## src/rtl/uart_rx_pkg.sv

```systemverilog
// Shared types and constants for the UART receive frame sequencer.
package uart_rx_pkg;

    typedef enum logic [2:0] {
        IDLE,
        START,
        DATA,
        PARITY,
        STOP
    } rx_state_e;

    localparam int PRESC_8  = 8;
    localparam int PRESC_16 = 16;
    localparam int PRESC_32 = 32;

    // Sampled bit is stable this many clocks after mid-bit.
    localparam int K_OFS = 2;

    function automatic int presc_sel(input int p);
        if (p == PRESC_8 || p == PRESC_16 || p == PRESC_32)
            return p;
        return PRESC_8;
    endfunction

endpackage

```

## src/rtl/uart_rx_edge_bit_cnt.sv

```systemverilog
// Edge counter (wraps at presc-1) and data-bit counter for the RX sequencer.
module uart_rx_edge_bit_cnt #(
    parameter int PRESC_W = 6,
    parameter int BIT_W   = 4
) (
    input  logic               clk,
    input  logic               rst,
    input  logic               cnt_en,
    input  logic               edge_clr,
    input  logic               bit_clr,
    input  logic               bit_inc,
    input  logic [PRESC_W-1:0] presc,
    output logic [PRESC_W-1:0] edge_cnt,
    output logic [BIT_W-1:0]   bit_cnt,
    output logic               bit_done
);

    assign bit_done = cnt_en && (edge_cnt == presc - PRESC_W'(1));

    always_ff @(posedge clk) begin
        if (rst)
            edge_cnt <= '0;
        else if (edge_clr)
            edge_cnt <= '0;
        else if (cnt_en)
            edge_cnt <= bit_done ? '0 : edge_cnt + PRESC_W'(1);
    end

    always_ff @(posedge clk) begin
        if (rst)
            bit_cnt <= '0;
        else if (bit_clr)
            bit_cnt <= '0;
        else if (bit_inc)
            bit_cnt <= bit_cnt + BIT_W'(1);
    end

endmodule

```

## src/rtl/uart_rx_ctrl.sv

```systemverilog
// UART RX frame sequencer: start detect, checker/deserializer strobes and
// frame judgement into data_valid / frame_err.
module uart_rx_ctrl
    import uart_rx_pkg::*;
#(
    parameter int DATA_WIDTH = 8,
    parameter int PRESC_W    = 6
) (
    input  logic               clk,
    input  logic               rst,
    input  logic               rx_in,
    input  logic               par_en,
    input  logic [PRESC_W-1:0] prescale,
    input  logic               strt_glitch,
    input  logic               par_err,
    input  logic               stop_err,
    output logic [PRESC_W-1:0] edge_cnt,
    output logic [3:0]         bit_cnt,
    output logic               dat_samp_en,
    output logic               strt_chk_en,
    output logic               par_chk_en,
    output logic               stop_chk_en,
    output logic               deser_en,
    output logic               data_valid,
    output logic               frame_err,
    output logic               busy
);

    rx_state_e          state;
    logic [PRESC_W-1:0] p_lat;
    logic [PRESC_W-1:0] p_new;
    logic [PRESC_W-1:0] k_pt;
    logic [PRESC_W-1:0] k_pre;
    logic [PRESC_W-1:0] k_post;
    logic               par_flag;
    logic               cnt_en;
    logic               edge_clr;
    logic               bit_clr;
    logic               bit_inc;
    logic               bit_done;
    logic               last_bit;
    logic               strb_pt;

    assign p_new    = PRESC_W'(presc_sel(int'(prescale)));
    assign k_pt     = (p_lat >> 1) + PRESC_W'(K_OFS);
    assign k_pre    = k_pt - PRESC_W'(1);
    assign k_post   = k_pt + PRESC_W'(1);
    assign last_bit = (bit_cnt == 4'(DATA_WIDTH - 1));
    assign cnt_en   = (state != IDLE);
    assign edge_clr = (state == IDLE) && !rx_in;
    assign bit_clr  = (state == START) && bit_done && !strt_glitch;
    assign bit_inc  = (state == DATA) && bit_done && !last_bit;
    // Strobes are registered, so arm them one clock ahead of edge K.
    assign strb_pt  = cnt_en && (edge_cnt == k_pre);

    uart_rx_edge_bit_cnt #(
        .PRESC_W (PRESC_W),
        .BIT_W   (4)
    ) u_cnt (
        .clk      (clk),
        .rst      (rst),
        .cnt_en   (cnt_en),
        .edge_clr (edge_clr),
        .bit_clr  (bit_clr),
        .bit_inc  (bit_inc),
        .presc    (p_lat),
        .edge_cnt (edge_cnt),
        .bit_cnt  (bit_cnt),
        .bit_done (bit_done)
    );

    always_ff @(posedge clk) begin
        if (rst) begin
            state       <= IDLE;
            p_lat       <= PRESC_W'(PRESC_8);
            par_flag    <= 1'b0;
            busy        <= 1'b0;
            dat_samp_en <= 1'b0;
            strt_chk_en <= 1'b0;
            par_chk_en  <= 1'b0;
            stop_chk_en <= 1'b0;
            deser_en    <= 1'b0;
            data_valid  <= 1'b0;
            frame_err   <= 1'b0;
        end else begin
            strt_chk_en <= (state == START)  && strb_pt;
            deser_en    <= (state == DATA)   && strb_pt;
            par_chk_en  <= (state == PARITY) && strb_pt;
            stop_chk_en <= (state == STOP)   && strb_pt;
            data_valid  <= 1'b0;
            frame_err   <= 1'b0;

            case (state)
                IDLE: begin
                    if (!rx_in) begin
                        state       <= START;
                        p_lat       <= p_new;
                        par_flag    <= 1'b0;
                        busy        <= 1'b1;
                        dat_samp_en <= 1'b1;
                    end
                end
                START: begin
                    if (bit_done) begin
                        if (strt_glitch) begin
                            state       <= IDLE;
                            busy        <= 1'b0;
                            dat_samp_en <= 1'b0;
                        end else begin
                            state <= DATA;
                        end
                    end
                end
                DATA: begin
                    if (bit_done && last_bit)
                        state <= par_en ? PARITY : STOP;
                end
                PARITY: begin
                    if (edge_cnt == k_post)
                        par_flag <= par_err;
                    if (bit_done)
                        state <= STOP;
                end
                STOP: begin
                    if (bit_done) begin
                        data_valid <= !stop_err && !par_flag;
                        frame_err  <= stop_err || par_flag;
                        // Line already low at the stop boundary: next start bit.
                        if (!rx_in) begin
                            state    <= START;
                            p_lat    <= p_new;
                            par_flag <= 1'b0;
                        end else begin
                            state       <= IDLE;
                            busy        <= 1'b0;
                            dat_samp_en <= 1'b0;
                        end
                    end
                end
                default: begin
                    state       <= IDLE;
                    busy        <= 1'b0;
                    dat_samp_en <= 1'b0;
                end
            endcase
        end
    end

endmodule
```

## config.mk

```make
export PLATFORM = sky130hd
export DESIGN_NAME = uart_rx_ctrl
export DESIGN_NICKNAME = d
export VERILOG_FILES = /design/src/rtl/uart_rx_pkg.sv /design/src/rtl/uart_rx_edge_bit_cnt.sv /design/src/rtl/uart_rx_ctrl.sv
export SDC_FILE = /design/constraint.sdc
export NUM_CORES = 1
export LEC_CHECK = 0
export CAP_MARGIN = 40
export CORE_UTILIZATION = 63
export CTS_CLUSTER_SIZE = 12
export DETAILED_ROUTE_END_ITERATION = 8
export DONT_BUFFER_PORTS = 1
export PLACE_DENSITY = 0.79
export SYNTH_ARGS = -nofsm -noshare
export SYNTH_HDL_FRONTEND = slang
export SYNTH_SLANG_ARGS = --single-unit
```

## constraint.sdc

```tcl
create_clock -name clk -period 3.57 [get_ports clk]
set_clock_uncertainty 0.05 [all_clocks]
set_input_delay 0 -clock clk [delete_from_list [all_inputs] [get_ports clk]]
set_output_delay 0 -clock clk [all_outputs]
set_load 0.02 [all_outputs]
```

==> parameters.txt <==
Parameter                              Value

Run status
  Status    finished clean

Clock network
  TritonCTS clock tree    built
  Clock Tree Root    sky130_fd_sc_hd__clkbuf_4
  Latest clock arrival within the worst-skew pair    350 ps
  Clock slew at reported path FFs    160 ps
  Clock sink count    27
  Number of gates given a new drive strength after cts    0
  Worst-case clock buffer depth    2
  Cts bufs inserted    3
  H-tree levels    1

Timing
  Setup TNS    0 ps
  Final critical-path required period    2940 ps
  Headroom to the max-slew limit    0.499
  Final worst-path cycle share    0.822
  Worst slew pin tran    749 ps
  Final count of hold timing violations    0
  Achievable clock frequency    341 MHz
  Setup repair after global routing missed its margin    false
  Final-report max-slew violation count    0
  Final setup violation count    0

Placed design
  HPWL after detailed placement    2.86 mm
  Port buffer count    0
  Last weighted congestion value of the routability-driven placer    0.909
  Cell Count Post-Placement    229

Floorplanning
  Area of the die    0.00310 mm²
  Die Width    55.6 µm
  Area of the core    0.00273 mm²
  Vertical die dimension    55.6 µm
  Initial cell density of the core    0.663
  I/O Pins    31
  Placement Rows    19

Synth
  Post-synthesis adder-cell area fraction    0.0759
  Synthesis-stage register bit count    27
  Cell area after synthesis    0.00181 mm²
  Simple-Gate Fraction of Synth Area    0.271
  Number of enable flip-flop cells after synthesis    0
  Most used flip-flop cell after synthesis    sky130_fd_sc_hd__dfxtp_1
  Synthesized instance count    215
  Largest family of logic cells by synthesized area    simple AND/OR/NAND/NOR gates
  Sequential fraction of the synthesis area    0.298
  Count of warnings emitted by yosys    0
  Async set or reset register ratio after synthesis    0
  Post-Syn Nets    239
  Share of synthesized area spent on multiplexers    0.0352
  Synthesized area per cell    8.43 µm²
  Synthesized-area fraction occupied by ao, oa, aoi and oai cells    0.110
  Parity-gate share of the synthesized area counting xor and xnor cells    0.143
  Synth unique cells    49

Critical path
  Kind of end point of the critical path    flop
  Data arrival time of the worst path    3120 ps
  Maximum fanout along the worst path    7
  Required time reported for the critical path endpoint    3760 ps
  Crit Path Category    flop to flop
  Worst setup SP type    flop

Pwr
  Maximum VDD drop    303 µV
  Static leakage power    0.668 nW
  Power density of the placed cells    290 mW/mm²

Cells and area
  Final-stage net count    238
  Area added between synthesis and finish    4.35%
  Fraction of layout cells with a size suffix above 1    0.0469
  Final Instance Count excl. Fillers    244
  Diode count    0

Global routing
  Pin count of the biggest net entering global routing    20
  Grt ovf    0
  Number of antenna violations at the first check in global routing    0
  Vias in the first global route    1537
  Total routing resource utilization after global routing    0.291
  First-pass GRT wire length    7.04 mm

Routing
  DR DRC count    0
  Vias post-DR    1562
  Avg WL per Cell    16.3 µm
  Via density per instance    6.40
  DRT iter0 DRCs    88
  Wirelength, routed    3.98 mm
  Router iterations before antenna repair    4
  Number of routed nets with antenna violations    0

Run
  Max Cap Violations    0

Worst hold path
  Path class of the lowest-slack min-delay path    primary input to flop
[final timing paths]
path	startpoint	endpoint	slack, ps	cells past startpoint
max	p_lat[2]	p_lat[5]	630	8
max reg2reg	p_lat[2]	p_lat[5]	630	8
min	par_en	state[0]	6	3
min reg2reg	p_lat[0]	p_lat[0]	490	2
[critical path, stage by stage (launching register included)]
cell and delay (ps):
sky130_fd_sc_hd__dfxtp_1 400, sky130_fd_sc_hd__inv_1 230, sky130_fd_sc_hd__ha_1 200, sky130_fd_sc_hd__nor4b_1 310
sky130_fd_sc_hd__xnor2_1 160, sky130_fd_sc_hd__nand4b_1 150, sky130_fd_sc_hd__or2_1 360, sky130_fd_sc_hd__a2111oi_4 590
sky130_fd_sc_hd__mux2_2 400
[placed cells by master, fill, tap and decap left out, drive strengths merged, types with 3 or more instances in the layout]
cell type | netlist | final
a21oi | 6 | 6
a31oi | 4 | 4
clkbuf | 9 | 3
dfxtp | 27 | 27
dlygate4sd3 | 0 | 11
ha | 11 | 11
inv | 6 | 6
mux2 | 3 | 3
mux2i | 3 | 3
nand2 | 10 | 10
nand2b | 5 | 5
nand3 | 10 | 10
nand4 | 4 | 4
nor2 | 28 | 28
nor2b | 4 | 4
nor3 | 10 | 10
nor4 | 3 | 3
or3 | 5 | 5
xnor2 | 16 | 16
xor2 | 11 | 11
[flip-flops by register name, summed over array words and instances, names as in the netlist, 3 cells and up]
name	cells
u_cnt.edge_cnt	6
u_cnt.bit_cnt	4
state	3
p_lat	6
[synth_stat cells (all sizes together) (3+ instances only)]
cell type	number	share of area
a21oi	6	0.017
a31oi	4	0.014
buf	8	0.035
clkbuf	9	0.021
dfxtp	27	0.30
ha	11	0.076
inv	6	0.012
mux2	3	0.019
mux2i	3	0.017
nand2	10	0.021
nand2b	5	0.017
nand3	10	0.028
nand4	4	0.014
nor2	28	0.058
nor2b	4	0.014
nor3	10	0.028
nor4	3	0.010
or3	5	0.017
xnor2	16	0.077
xor2	11	0.053
[final cells by class]
cell class                 instances  area [µm²]
multi-input combinational        165        1150
fill                             224         842
sequential                        27         541
timing repair buffer              11         110
tap                               31        38.8
clock buffer                       3        22.5
inverter                           6        22.5
clock inverter                     1        7.51
[metal layers]
| metal | vias up | share of wire | global-route usage | wire [µm] |
|---|---|---|---|---|
| met5 | - | 0 | 0 | 0 |
| met2 | 74 | 0.45 | 0.461 | 1790 |
| met3 | 13 | 0.086 | 0.0581 | 343 |
| li1 | 748 | - | - | - |
| met4 | 0 | 0.030 | 0.139 | 119 |
| met1 | 727 | 0.43 | 0.380 | 1720 |
[power by group]
group / switching [mW] / leakage, nW / internal [mW]
Clock: 0.0991 / 0.0139 / 0.0430
Sequential: 0.0262 / 0.218 / 0.308
Combinational: 0.0384 / 0.436 / 0.0349
Total: 0.164 / 0.668 / 0.386
[repair_timing]
action                    4_1_cts  5_1_grt
buffers inserted                0        0
hold buffers                   11        0
hold endpoints to repair       27        0
[through the flow]
step	utilization	cell area (µm²)	power (mW)	hold slack (ps)	setup slack, ps
2_1_floorplan	-	1810	0.395	26.8	899
3_3_place_gp	0.641	1750	0.396	21.5	801
3_5_place_dp	0.641	1750	0.399	23.8	653
4_1_cts	0.692	1890	0.549	8.40	630
5_1_grt	0.692	1890	0.578	1.35	459
6_report	0.692	1890	0.550	6.10	634
[logic make-up (layout without fill, tap and decap cells)]
family / after synthesis / in the layout
flops: 27 / 27
compound gates: 26 / 26
mux: 6 / 6
fa+ha+maj: 11 / 11
simple gates: 94 / 94
buf+inv: 23 / 21
xor+xnor: 28 / 28
(Power assumes the default switching activity.)
